==> src/rtl/image_ram_arbiter.sv <==
// ---------------------------------------------------------------------------
// image_ram_arbiter
//
// Shares the single-port image RAM between the ARM data-memory path (cpu_*)
// and the VGA pixel fetcher (vga_*). One request is granted per cycle and
// issued to the RAM through a registered command stage. Read data returns to
// the requester that issued the read, three cycles after its grant.
//
// Priority: VGA wins over the processor (display deadline). When the macro
// ARB_STARVE_GUARD_EN is defined, a wait counter forces a processor grant
// after MAX_WAIT consecutive denied cycles. When the macro is undefined, VGA
// priority is strict and no wait counter exists.
//
// Ports:
//   clk, rst                 clock, asynchronous active-low reset
//   cpu_req/we/addr/wdata    processor request (held until cpu_gnt)
//   cpu_gnt                  combinational grant to the processor
//   cpu_rvalid/cpu_rdata     processor read return (pulse / held data)
//   vga_req/vga_addr         pixel read request (held until vga_gnt)
//   vga_gnt                  combinational grant to the VGA fetcher
//   vga_rvalid/vga_rdata     pixel read return (pulse / held data)
//   ram_addr/wdata/we        registered RAM command
//   ram_rdata                RAM read data, one cycle after ram_addr
//   cpu_stall_cnt            saturating count of denied processor cycles
// ---------------------------------------------------------------------------
module image_ram_arbiter #(
  parameter int ADDR_W   = 16,
  parameter int DATA_W   = 8,
  parameter int MAX_WAIT = 8
) (
  input  logic              clk,
  input  logic              rst,
  input  logic              cpu_req,
  input  logic              cpu_we,
  input  logic [ADDR_W-1:0] cpu_addr,
  input  logic [DATA_W-1:0] cpu_wdata,
  output logic              cpu_gnt,
  output logic              cpu_rvalid,
  output logic [DATA_W-1:0] cpu_rdata,
  input  logic              vga_req,
  input  logic [ADDR_W-1:0] vga_addr,
  output logic              vga_gnt,
  output logic              vga_rvalid,
  output logic [DATA_W-1:0] vga_rdata,
  output logic [ADDR_W-1:0] ram_addr,
  output logic [DATA_W-1:0] ram_wdata,
  output logic              ram_we,
  input  logic [DATA_W-1:0] ram_rdata,
  output logic [15:0]       cpu_stall_cnt
);

  typedef enum logic [1:0] {ARB_IDLE, ARB_CPU, ARB_VGA} arb_state_e;

  arb_state_e state_q, state_d;
  logic       guard_fire;
  logic       cpu_denied;

  assign cpu_denied = cpu_req && !cpu_gnt;

  // ---------------------------------------------------------------------
  // Starvation guard
  // ---------------------------------------------------------------------
`ifdef ARB_STARVE_GUARD_EN
  localparam int WAIT_W = $clog2(MAX_WAIT + 1);

  logic [WAIT_W-1:0] wait_q, wait_d;

  // The counter never passes MAX_WAIT: reaching it grants the processor,
  // which clears the counter on the following edge.
  assign guard_fire = (wait_q == WAIT_W'(MAX_WAIT));
  assign wait_d     = cpu_denied ? wait_q + 1'b1 : '0;

  always_ff @(posedge clk or negedge rst) begin
    if (!rst) wait_q <= '0;
    else      wait_q <= wait_d;
  end
`else
  assign guard_fire = 1'b0;
`endif

  // ---------------------------------------------------------------------
  // Owner FSM: state register / next state / grant outputs
  // ---------------------------------------------------------------------
  // NOTE: sequential state is assigned with <= so every flop samples the
  // pre-edge values of its neighbours, independent of block ordering.
  always_ff @(posedge clk or negedge rst) begin
    if (!rst) state_q <= ARB_IDLE;
    else      state_q <= state_d;
  end

  always_comb begin
    state_d = ARB_IDLE;
    if (cpu_gnt)      state_d = ARB_CPU;
    else if (vga_gnt) state_d = ARB_VGA;
  end

  // NOTE: every output gets a default before the if-chain; a path that left
  // one unassigned would infer a latch.
  always_comb begin
    cpu_gnt = 1'b0;
    vga_gnt = 1'b0;
    // Grants are masked while reset is asserted so nothing is accepted
    // that the flushed pipeline could not return.
    if (rst) begin
      if (cpu_req && (!vga_req || guard_fire)) cpu_gnt = 1'b1;
      else if (vga_req)                        vga_gnt = 1'b1;
    end
  end

  // ---------------------------------------------------------------------
  // Command stage: loads the winner's fields; idle keeps addr/wdata.
  // ---------------------------------------------------------------------
  always_ff @(posedge clk or negedge rst) begin
    if (!rst) begin
      ram_addr  <= '0;
      ram_wdata <= '0;
      ram_we    <= 1'b0;
    end else begin
      ram_we <= 1'b0;
      if (cpu_gnt) begin
        ram_addr  <= cpu_addr;
        ram_wdata <= cpu_wdata;
        ram_we    <= cpu_we;
      end else if (vga_gnt) begin
        ram_addr  <= vga_addr;
      end
    end
  end

  // ---------------------------------------------------------------------
  // Read-return pipeline. Stage 1 is the owner state paired with the
  // command currently on the RAM; stage 2 is aligned with ram_rdata.
  // ---------------------------------------------------------------------
  logic s1_vld, s1_cpu;
  logic s2_vld_q, s2_cpu_q;

  assign s1_vld = (state_q != ARB_IDLE) && !ram_we;
  assign s1_cpu = (state_q == ARB_CPU);

  always_ff @(posedge clk or negedge rst) begin
    if (!rst) begin
      s2_vld_q   <= 1'b0;
      s2_cpu_q   <= 1'b0;
      cpu_rvalid <= 1'b0;
      vga_rvalid <= 1'b0;
      cpu_rdata  <= '0;
      vga_rdata  <= '0;
    end else begin
      s2_vld_q   <= s1_vld;
      s2_cpu_q   <= s1_cpu;
      cpu_rvalid <= s2_vld_q && s2_cpu_q;
      vga_rvalid <= s2_vld_q && !s2_cpu_q;
      if (s2_vld_q && s2_cpu_q)  cpu_rdata <= ram_rdata;
      if (s2_vld_q && !s2_cpu_q) vga_rdata <= ram_rdata;
    end
  end

  // ---------------------------------------------------------------------
  // Processor stall statistics, saturating, cleared only by reset.
  // ---------------------------------------------------------------------
  always_ff @(posedge clk or negedge rst) begin
    if (!rst)                                       cpu_stall_cnt <= '0;
    else if (cpu_denied && cpu_stall_cnt != 16'hFFFF) cpu_stall_cnt <= cpu_stall_cnt + 16'd1;
  end

endmodule
==> config.mk <==
export PLATFORM = sky130hd
export DESIGN_NAME = image_ram_arbiter
export DESIGN_NICKNAME = d
export VERILOG_FILES = /design/src/rtl/image_ram_arbiter.sv
export SDC_FILE = /design/constraint.sdc
export NUM_CORES = 1
export LEC_CHECK = 0
export BUFFER_PORTS_ARGS = -buffer_cell sky130_fd_sc_hd__buf_2
export CORE_MARGIN = 4
export CORE_UTILIZATION = 30
export DETAILED_ROUTE_END_ITERATION = 7
export PLACE_DENSITY = 0.54
export SYNTH_ARGS = -nofsm -noshare
export SYNTH_HDL_FRONTEND = slang
export SYNTH_SLANG_ARGS = --single-unit
==> constraint.sdc <==
create_clock -name clk -period 1.7 [get_ports clk]
set_input_delay 0.34 -clock clk [delete_from_list [all_inputs] [get_ports clk]]
set_output_delay 0.34 -clock clk [all_outputs]
set_load 0.01 [all_outputs]
==> results summary <==
The wire length per cell is 14.2 um. The final cycle utilization of the critical path is 95.9%. The number of antenna repair diodes came out at 0. The simple-gate share of the synthesized area is 18.4%.

The number of global-route vias before repair is about 2400. The die span in y is 104 um. Synthesis produced 248 cells. The mean number of vias per cell is 4.74.

The most used flip-flop cell after synthesis is dfrtp_1. The fill cell total of the finished layout is 885. The design area is 3790 um^2.

The xor/xnor share of the synthesized area is approximately 4.8%. Clock-pin slew was measured on the worst setup and hold paths at about 0.070 ns. The sequential fraction of the synthesis area came out at 57.2%. The critical path in this run is classified as flop to flop. Total power for the finished layout comes to 4.33 mW. The floorplan step set the die width to 104 um. STA classifies the critical path endpoint as a flop.

The flow ran to the end, and the final reports show no timing, DRC or antenna violations. The largest buffer count on any clock path came out at 2. The first-iteration detailed-routing DRC count came out at 86. The max-slew violation total from the final report is 0. The peak clock frequency supported by timing came out at 0.613 GHz. Wires add up to 7020 um.

The clock net in this run drives a total of 63 sinks. The top-level I/O count is between 100 and 150. The net count after synthesis came out at between 300 and 400.

Setup violations remaining at the end of the flow were counted as 0. During synthesis, Yosys emitted a total of 0 warnings. The average cell area after synthesis came out at 11.1 um^2. The pin count of the biggest net entering global routing came out at between 40 and 50. Data on the critical path arrives at its endpoint at 1.85 ns. The detailed-router iteration count before antenna repair is 4. Once routing completed, OpenROAD measured the worst setup slack at 0.0695 ns.

The fraction of power consumed by the clock network is 28.9%. The count of port buffers added during placement is 113. Across the routed clock network, the largest skew measured is 0.00518 ns. The maximum single-stage delay on the critical path is between 0.3 and 0.4 ns.

The share of synthesized cell area in full adder, half adder and majority cells is 0.454%. The first-pass GRT wire length is 11900 um. Of the cells placed in the final design, the portion with a size suffix greater than 1 is 44.7%.

The internal portion of the total power is 3.01 mW. The count of flip-flops with a built-in enable after synthesis came out at 0. The floorplan has 34 rows. Along the worst path, the maximum fanout reaches 6. The library cells used most frequently in the layout, excluding fill and tap cells, are buf_2, dfrtp_1, nand2_1, buf_4.

The number of cells after detailed placement is 475. The share of the core filled with cells is 42.8%. The worst-case IR drop observed on VDD is 0.347 mV. The compound-cell area share of the yosys netlist came out at a little under a tenth.

The global router's overall resource usage came out at 13.4%. Of the post-synthesis cell area, the part taken by muxes is 6.94%. Setup repair after global routing left no endpoint under its margin. At the end of routability-driven placement, the weighted congestion stood at around 0.77. Leaving out fill and tap cells, the most frequent cell in the layout is buf_2.

The number of clock buffers inserted by TritonCTS came out at 9. The total via count in the routed design is 2345. Timing analysis after detailed placement gives a worst setup slack of 0.000118 ns.

The detail route stage leaves a number of antenna-violating nets equal to 0. The worst hold path belongs to the class input port to async pin. The area overhead of the layout relative to synthesis came out at 37.3%.

At the pin with the least slew margin, the transition time is 0.660 ns. The area of the core came out at 8850 um^2. TritonCTS built the clock tree. The setup total negative slack is 0 ns. The final instance count without filler cells is 495. For the worst setup path, the data required time is 1.92 ns. Measured against its own limit, the worst slew margin works out to a little under three fifths. The share of async-settable or async-resettable flops after synthesis came out at 100%.

For this design the ratio of total power to cell area is 1140 nW/um^2. The number of remaining DRC errors came out at 0. The worst-path cell with the longest stage delay is dfrtp_1. Walking the worst path, the cells encountered are ha_1, and4_4, and4bb_4, nor2_2, mux2_2. The hold slack is 0.126 ns. The total grt overflow came out at 0. The die outline area came out at 10800 um^2.

The final period demand of the worst path is 1.63 ns. After synthesis, the largest family of logic cells by area is simple AND/OR/NAND/NOR gates. The H-tree was split into 3 levels. The effective utilization at floorplan came out at 31.2%. In this run, flip-flops and latches consume between 40% and 50% of the power. The placed instances occupy a cell area of 3540 um^2.

Combinational cells account for between 20% and 30% of the total power. The number of different library cells used by synthesis comes to 29. The number of hold violations in the final report was 0. The HPWL after detailed placement is 5050 um. The worst setup path is launched from a flop. The total number of nets in the final design came out at ~440. The tool flagged a number of max-cap violations equal to 0. Summed over all nets, the switching power comes to 1.32 mW. The insertion delay of the later-clocked pin in the worst-skew pair came out at 0.33 ns. The number of antenna violations at the first check in global routing is 0. Once the clock tree was built, the setup fixing pass inserted 0 buffers. Counting flops and latches in the post-synthesis netlist gives 63. Of the total power, the share spent switching nets is 30.5%. The library cell used as clock root buffer is clkbuf_8. Summing every instance area after synthesis gives 2760 um^2.

The reported leakage power came out at 1.87 nW.
-- critical path, delay by kind of cell (launching register included) --
| kind | cells | cell delay (ns) |
|---|---|---|
| and+or+nand+nor | 3 | 0.56 |
| adders and majority gates | 1 | 0.23 |
| muxes | 1 | 0.34 |
| DFF | 1 | 0.38 |
-- Yosys cell counts (5+ instances only) --
cell type	count	share of area, %
clkbuf_1	9	1.2
dfrtp_1	63	57
nand4_1	5	1.1
nor2_1	5	0.68
o21ai_0	16	2.9
nand2_1	35	4.8
nand3b_1	17	4.6
xor2_1	15	4.8
mux2_2	17	6.9
o22ai_1	16	3.6
nor3_1	6	1.1
a21oi_1	16	2.9
-- path summary, 6_finish.rpt --
path | startpoint | to | slack [ns] | cells after the start
min reg2reg | ram_we | s2_vld_q | 0.42 | 1
min in group clk | cpu_wdata[1] | ram_wdata[1] | 0.19 | 3
max | cpu_stall_cnt[0] | cpu_stall_cnt[1] | 0.07 | 5
min | rst | ram_wdata[2] | 0.13 | 2
max in group asynchronous | rst | cpu_rdata[2] | 0.56 | 3
max reg2reg | cpu_stall_cnt[0] | cpu_stall_cnt[1] | 0.07 | 5
-- metal layers --
metal | global-route usage [%] | vias up | wire (um)
li1 | - | 1143 | -
met1 | 18.2 | 1112 | 3280
met2 | 20.4 | 78 | 3190
met3 | 3.85 | 12 | 424
met4 | 4.65 | 0 | 120
met5 | 0 | - | 0
-- cell families after synthesis --
kind of cell | Yosys count
compound gates | 48
xor+xnor | 15
fa+ha+maj | 1
buf+inv | 18
flops | 63
mux | 17
simple gates | 86
-- registers in the layout (all words and copies together), names as in the netlist --
name / flops
cpu_rdata: 8
s2_cpu_q: 1
ram_we: 1
state_q: 2
s2_vld_q: 1
vga_rdata: 8
ram_addr: 16
vga_rvalid: 1
cpu_rvalid: 1
cpu_stall_cnt: 16
ram_wdata: 8
-- cell type report --
type | count | area, um^2 | area share (%)
flip-flops and latches | 63 | 1580 | 41.6
multi-input cells | 168 | 1120 | 29.6
repair buffers | 135 | 741 | 19.6
clock buffers | 14 | 183 | 4.82
well taps | 108 | 135 | 3.57
inverters | 5 | 18.8 | 0.496
clock inverters | 2 | 12.5 | 0.330
-- what timing repair did --
item	in CTS	in global routing
gates cloned	0	1
gates resized for setup	1	1
endpoints found under the setup margin	1	2
hold endpoints to repair	33	0
hold buffers	3	0
pin swaps	0	0
-- power groups by stage --
stage | Clock (mW) | Combinational, mW | Sequential, mW
after floorplan | 0 | 0.392 | 2.15
after detailed placement | 0 | 1.11 | 2.01
after global placement | 0 | 1.09 | 2.00
after global routing | 1.37 | 1.22 | 2.03
final | 1.25 | 1.10 | 1.98
after CTS | 1.31 | 1.12 | 1.98
(Power assumes the default switching activity.)
